`config.mk`:
```
export PLATFORM = sky130hd
export DESIGN_NAME = muldiv_iter
export DESIGN_NICKNAME = d
export VERILOG_FILES = /design/src/rtl/muldiv_iter.sv
export SDC_FILE = /design/constraint.sdc
export NUM_CORES = 1
export LEC_CHECK = 0
export ABC_AREA = 1
export ABC_CLOCK_PERIOD_IN_PS = 6670
export BUFFER_PORTS_ARGS = -buffer_cell sky130_fd_sc_hd__buf_2
export CAP_MARGIN = 20
export CORE_MARGIN = 2
export CORE_UTILIZATION = 58
export DETAILED_ROUTE_END_ITERATION = 6
export HOLD_SLACK_MARGIN = 0.12
export PLACE_DENSITY = 0.82
export SLEW_MARGIN = 20
export SYNTH_ARGS = -nofsm -noshare
export SYNTH_HDL_FRONTEND = slang
export SYNTH_SLANG_ARGS = --single-unit
export TNS_END_PERCENT = 20
```
`constraint.sdc`:
```
create_clock -name clk -period 6.67 [get_ports clk]
set_clock_uncertainty 0.1 [all_clocks]
set_input_delay 1.334 -clock clk [delete_from_list [all_inputs] [get_ports clk]]
set_output_delay 1.334 -clock clk [all_outputs]
set_load 0.02 [all_outputs]
```
`src/rtl/muldiv_iter.sv`:
```
`default_nettype none
// +--------------------------------------------------------------------------+
// | muldiv_iter : iterative RV32M multiply/divide, one bit per cycle         |
// | Revision    : 1.0                                                        |
// +--------------------------------------------------------------------------+
module muldiv_iter #(
  parameter int DATA_WIDTH = 32,
  parameter int CNT_W      = $clog2(DATA_WIDTH) + 1
) (
  input  logic                  clk,
  input  logic                  rst,
  input  logic                  flush,
  input  logic                  in_valid,
  output logic                  in_ready,
  input  logic [2:0]            op,
  input  logic [DATA_WIDTH-1:0] a,
  input  logic [DATA_WIDTH-1:0] b,
  output logic                  out_valid,
  input  logic                  out_ready,
  output logic [DATA_WIDTH-1:0] result
);

  localparam int W = DATA_WIDTH;

  localparam logic [2:0] OP_MUL    = 3'd0;
  localparam logic [2:0] OP_MULH   = 3'd1;
  localparam logic [2:0] OP_MULHSU = 3'd2;
  localparam logic [2:0] OP_DIV    = 3'd4;
  localparam logic [2:0] OP_REM    = 3'd6;

  localparam logic [W-1:0] MOST_NEG = {1'b1, {(W-1){1'b0}}};

  typedef enum logic [1:0] {
    S_IDLE = 2'd0,
    S_CALC = 2'd1,
    S_DONE = 2'd2
  } state_t;

  state_t           state_q, state_d;
  logic [CNT_W-1:0] cnt_q, cnt_d;
  logic [2*W-1:0]   acc_q, acc_d;
  logic [W-1:0]     mb_q, mb_d;
  logic [2:0]       op_q, op_d;
  logic             neg_q, neg_d;
  logic             out_valid_q, out_valid_d;
  logic [W-1:0]     result_q, result_d;

  // Operand decode for the incoming request
  logic         a_signed, b_signed, sa, sb, is_div, div_zero, div_ovf, neg_in;
  logic [W-1:0] a_mag, b_mag, special_res;

  always_comb begin
    a_signed = (op == OP_MULH) || (op == OP_MULHSU) || (op == OP_DIV) || (op == OP_REM);
    b_signed = (op == OP_MULH) || (op == OP_DIV) || (op == OP_REM);
    sa       = a_signed & a[W-1];
    sb       = b_signed & b[W-1];
    a_mag    = sa ? (-a) : a;
    b_mag    = sb ? (-b) : b;
    is_div   = op[2];
    div_zero = is_div && (b == '0);
    div_ovf  = ((op == OP_DIV) || (op == OP_REM)) && (a == MOST_NEG) && (b == '1);
    case (op)
      OP_MULH, OP_DIV:   neg_in = sa ^ sb;
      OP_MULHSU, OP_REM: neg_in = sa;
      default:           neg_in = 1'b0;
    endcase
    // op[1] separates REM/REMU from DIV/DIVU
    if (div_zero) special_res = op[1] ? a : '1;
    else          special_res = op[1] ? '0 : a;
  end

  // Datapath step: acc holds {partial product, multiplier} or {remainder, dividend/quotient}
  logic [W:0]     mul_sum, div_diff;
  logic [2*W-1:0] mul_next, div_next, step_next, prod_s;
  logic [W-1:0]   div_sel, div_fin, fin_res;

  always_comb begin
    mul_sum   = {1'b0, acc_q[2*W-1:W]} + (acc_q[0] ? {1'b0, mb_q} : '0);
    mul_next  = {mul_sum, acc_q[W-1:1]};
    div_diff  = acc_q[2*W-1:W-1] - {1'b0, mb_q};
    div_next  = div_diff[W] ? {acc_q[2*W-2:0], 1'b0}
                            : {div_diff[W-1:0], acc_q[W-2:0], 1'b1};
    step_next = op_q[2] ? div_next : mul_next;
    prod_s    = neg_q ? (-step_next) : step_next;
    div_sel   = op_q[1] ? step_next[2*W-1:W] : step_next[W-1:0];
    div_fin   = neg_q ? (-div_sel) : div_sel;
    if (op_q[2])              fin_res = div_fin;
    else if (op_q == OP_MUL)  fin_res = prod_s[W-1:0];
    else                      fin_res = prod_s[2*W-1:W];
  end

  always_comb begin
    state_d     = state_q;
    cnt_d       = cnt_q;
    acc_d       = acc_q;
    mb_d        = mb_q;
    op_d        = op_q;
    neg_d       = neg_q;
    out_valid_d = out_valid_q;
    result_d    = result_q;
    if (flush) begin
      state_d     = S_IDLE;
      out_valid_d = 1'b0;
    end else begin
      case (state_q)
        S_IDLE: begin
          if (in_valid) begin
            op_d  = op;
            neg_d = neg_in;
            if (div_zero || div_ovf) begin
              state_d     = S_DONE;
              result_d    = special_res;
              out_valid_d = 1'b1;
            end else begin
              state_d = S_CALC;
              cnt_d   = '0;
              acc_d   = {{W{1'b0}}, (is_div ? a_mag : b_mag)};
              mb_d    = is_div ? b_mag : a_mag;
            end
          end
        end
        S_CALC: begin
          acc_d = step_next;
          cnt_d = cnt_q + CNT_W'(1);
          if (cnt_q == CNT_W'(W - 1)) begin
            state_d     = S_DONE;
            result_d    = fin_res;
            out_valid_d = 1'b1;
          end
        end
        S_DONE: begin
          if (out_ready) begin
            state_d     = S_IDLE;
            out_valid_d = 1'b0;
          end
        end
        default: begin
          state_d     = S_IDLE;
          out_valid_d = 1'b0;
        end
      endcase
    end
  end

  always_ff @(posedge clk) begin
    if (rst) begin
      state_q     <= S_IDLE;
      cnt_q       <= '0;
      acc_q       <= '0;
      mb_q        <= '0;
      op_q        <= '0;
      neg_q       <= 1'b0;
      out_valid_q <= 1'b0;
      result_q    <= '0;
    end else begin
      state_q     <= state_d;
      cnt_q       <= cnt_d;
      acc_q       <= acc_d;
      mb_q        <= mb_d;
      op_q        <= op_d;
      neg_q       <= neg_d;
      out_valid_q <= out_valid_d;
      result_q    <= result_d;
    end
  end

  assign in_ready  = (state_q == S_IDLE);
  assign out_valid = out_valid_q;
  assign result    = result_q;

endmodule
`default_nettype wire

```
==> impl_metrics.tcl <==
set metrics [dict create \
    clockPowerShare 0.305 \
    ys_seq_area_frac 0.151 \
    switching_share 0.470 \
    cts_setup_buffers 0 \
    clock_latency_ns 0.46 \
    syn-num-nets 3555 \
    timing_worst_setup_path_type "register to register" \
    holdBufCountCts 0 \
    drt-met1-wl_um 30600 \
    first_pass_iters 7 \
    r2r-end "result[8]$_SDFFE_PP0P_" \
    rsz0062_at_grt "no" \
    overflow 0 \
    cp-startpoint "mb_q[18]$_SDFFE_PP0P_" \
    post-route-period-util 0.871 \
    power_density_nw_per_um2 175 \
    slew_headroom 0.238 \
    grt_pass1_vias 21900 \
    initial_core_util 0.591 \
    tns_ns 0 \
    p_comb_frac 0.426 \
    synth_area_sq_um 18700 \
    cts_tree "yes" \
    ir_worst_vdd_mv 0.138 \
    seq_power_share 0.268 \
    dpl_worst_slack_ns 1.20 \
    yosys_warnings 0 \
    drc 2 \
    via_count 24300 \
    die_w_um 183 \
    hpwl_um 67100 \
    cp_data_required_time_ns 6.88 \
    violations "design-rule violations" \
    critical-path-slowest-cell "dfxtp_1" \
    min-delay-start "result[3]$_SDFFE_PP0P_" \
    io_buffers 105 \
    worstMarginPinSlew_ns 1.14 \
    ys.flop_type "dfxtp_1" \
    final_cells 3841 \
    yosysMostFrequentCell "nand2_1" \
    slew_violations 0 \
    reg2reg_depth 32 \
    core.rowCount 65 \
    crit_path_max_fanout 34 \
    cts_resized 0 \
    synth_edf_count 0 \
    switchingPower_w 0.00165 \
    fin_crit_ns 5.81 \
    hold_path_class "register to register" \
    drt-total-wl_um 85700 \
    rrSetupSlack_ns 0.86 \
    drt_iter0_markers 3991 \
    r2r-start "mb_q[18]$_SDFFE_PP0P_" \
    place_congestion 1.13 \
    syn_to_final_growth_pct 6.92 \
    die_y_um 183 \
    ys_seq_elements 141 \
    final_nets 3570 \
    yosysTopAreaCell "nand2_1" \
    cts_buffers 17 \
    diodes 0 \
    holdPathEnd "result[3]$_SDFFE_PP0P_" \
    critPathArrivalTime_ns 6.02 \
    core_area_sq_um 31600 \
    synth_common_cells "1069 x nand2_1, 436 x inv_1, 296 x nor2_1" \
    synth.area.top_cells "nand2_1 21%, dfxtp_1 15%, inv_1 8.8%" \
    h-tree-depth 4 \
    endpoint_kind "register" \
    async_flop_share 0 \
    worstSetupStartpointType "register" \
    dp.cells 3809 \
    wl_met2_um 34900 \
    postSynthCellCount 3411 \
    grt_first_pass_wirelength_um 128000 \
    fmax_mhz 172 \
    synth_top_area_share 0.215 \
    cap_violations 0 \
    internal-power_w 0.00186 \
    vias_per_cell 6.32 \
    setup_viol 0 \
    dieArea_sq_um 33700 \
    finalWorstSetupSlack_ns 0.857 \
    outcome "finished, violations left" \
    grt_usage 0.502 \
    synth_cell_type_count 58 \
    dr_wl_met3_um 13100 \
    cts_root_buffer "clkbuf_16" \
    ios 106 \
    topRoutingLayerUsed "met5" \
    hold_viol 0 \
    hold_path_depth 2 \
    antenna_found_initial 1 \
    clkSinkCount 141 \
    final_antenna_net_count 0 \
    power_leakage_nw 10.1 \
    critPathMaxStageDelay_ns 0.45 \
    total_power_w 0.00350 \
    drive_gt1_frac 0.0901 \
    grt_max_degree 85 \
    clockBufferDepth 2 \
    clkSlewWorstSetupHoldPaths_ns 0.07 \
    wl_per_cell_um 22.3 \
    syn_area_per_cell_sq_um 5.48 \
]
-- worst max-delay path, delay by kind of cell (launching register included) --
family	cells	cell delay (ns)
AOI/OAI and AO/OA	3	0.56
xor gates and xnor gates	1	0.17
adders and majority gates	2	0.64
buffers and inverters	3	0.41
DFF	1	0.45
and+or+nand+nor	23	3.33
-- cell usage in the layout (no fill, tap or decap), types with 11 or more instances in the layout --
master	netlist	layout
nor3_1	51	51
nand2_1	1069	1069
a21oi_1	236	236
nor4_1	13	13
dfxtp_1	141	139
o21bai_1	38	38
buf_2	17	105
nor2_1	296	292
nand4_1	44	44
nand3_1	264	262
xnor2_1	30	30
o21ai_1	21	21
a221oi_1	12	12
buf_4	3	30
inv_1	436	433
o21ai_0	191	191
a31oi_1	42	42
ha_1	70	70
a211oi_1	21	21
inv_2	12	15
nand3b_1	21	21
nand3_2	15	17
o211ai_1	25	25
nand2_2	44	44
clkbuf_16	0	17
o21a_1	11	11
nor2_2	19	21
xor2_1	69	69
-- sequential cells by signal (all words and copies together) (netlist names) --
| name | cells |
|---|---|
| state_q | 2 |
| op_q | 3 |
| neg_q | 1 |
| result | 32 |
| acc_q | 64 |
| cnt_q | 6 |
| mb_q | 32 |
| out_valid | 1 |
-- kinds of logic (layout without fill, tap and decap cells) --
logic type | count (synthesis) | in the layout | synth area share
and+or+nand+nor | 1879 | 1879 | 0.437
adders and majority gates | 72 | 72 | 0.0490
xor gates and xnor gates | 99 | 99 | 0.0464
DFF | 141 | 141 | 0.151
buffers and inverters | 589 | 617 | 0.123
AOI/OAI and AO/OA | 631 | 631 | 0.193
-- worst max path at each step --
stage                                    endpoint  slack, ns  cells past startpoint
after global placement    result[30]$_SDFFE_PP0P_       1.32                     35
after global routing      result[20]$_SDFFE_PP0P_       0.65                     35
after CTS                 result[30]$_SDFFE_PP0P_       1.19                     35
after floorplan           result[20]$_SDFFE_PP0P_       2.59                     35
final                      result[8]$_SDFFE_PP0P_       0.86                     32
after detailed placement  result[30]$_SDFFE_PP0P_       1.20                     35
-- area by class of cell --
type / count / area [sq um]
Inverter: 450 / 1690
Timing Repair Buffer: 135 / 751
Fill cell: 3156 / 11700
Sequential cell: 141 / 2830
Tap cell: 402 / 503
Clock buffer: 18 / 429
Multi-Input combinational cell: 2681 / 13600
Clock inverter: 14 / 194
-- through the flow --
| stage | hold WS (ns) | cell area, sq um | util |
|---|---|---|---|
| floorplan | 0.324 | 18700 | - |
| global placement | 0.350 | 19400 | 0.612 |
| detailed placement | 0.353 | 19400 | 0.612 |
| CTS | 0.364 | 20000 | 0.632 |
| global route | 0.376 | 20000 | 0.632 |
| finish | 0.365 | 20000 | 0.632 |
-- power groups by stage --
| stage | clock network, W | logic (W) | registers, W |
|---|---|---|---|
| after detailed placement | 0 | 0.00140 | 0.000953 |
| final | 0.00107 | 0.00149 | 0.000941 |
| after global placement | 0 | 0.00138 | 0.000950 |
| after global routing | 0.00109 | 0.00159 | 0.000941 |
| after floorplan | 0 | 0.000950 | 0.000924 |
| after CTS | 0.00105 | 0.00141 | 0.000934 |
-- metal layers --
| layer | vias up | GRT usage |
|---|---|---|
| li1 | 11100 | - |
| met1 | 10800 | 0.606 |
| met2 | 1950 | 0.748 |
| met3 | 429 | 0.172 |
| met4 | 2 | 0.347 |
| met5 | - | 0 |
Power figures use the tool's default switching activity.
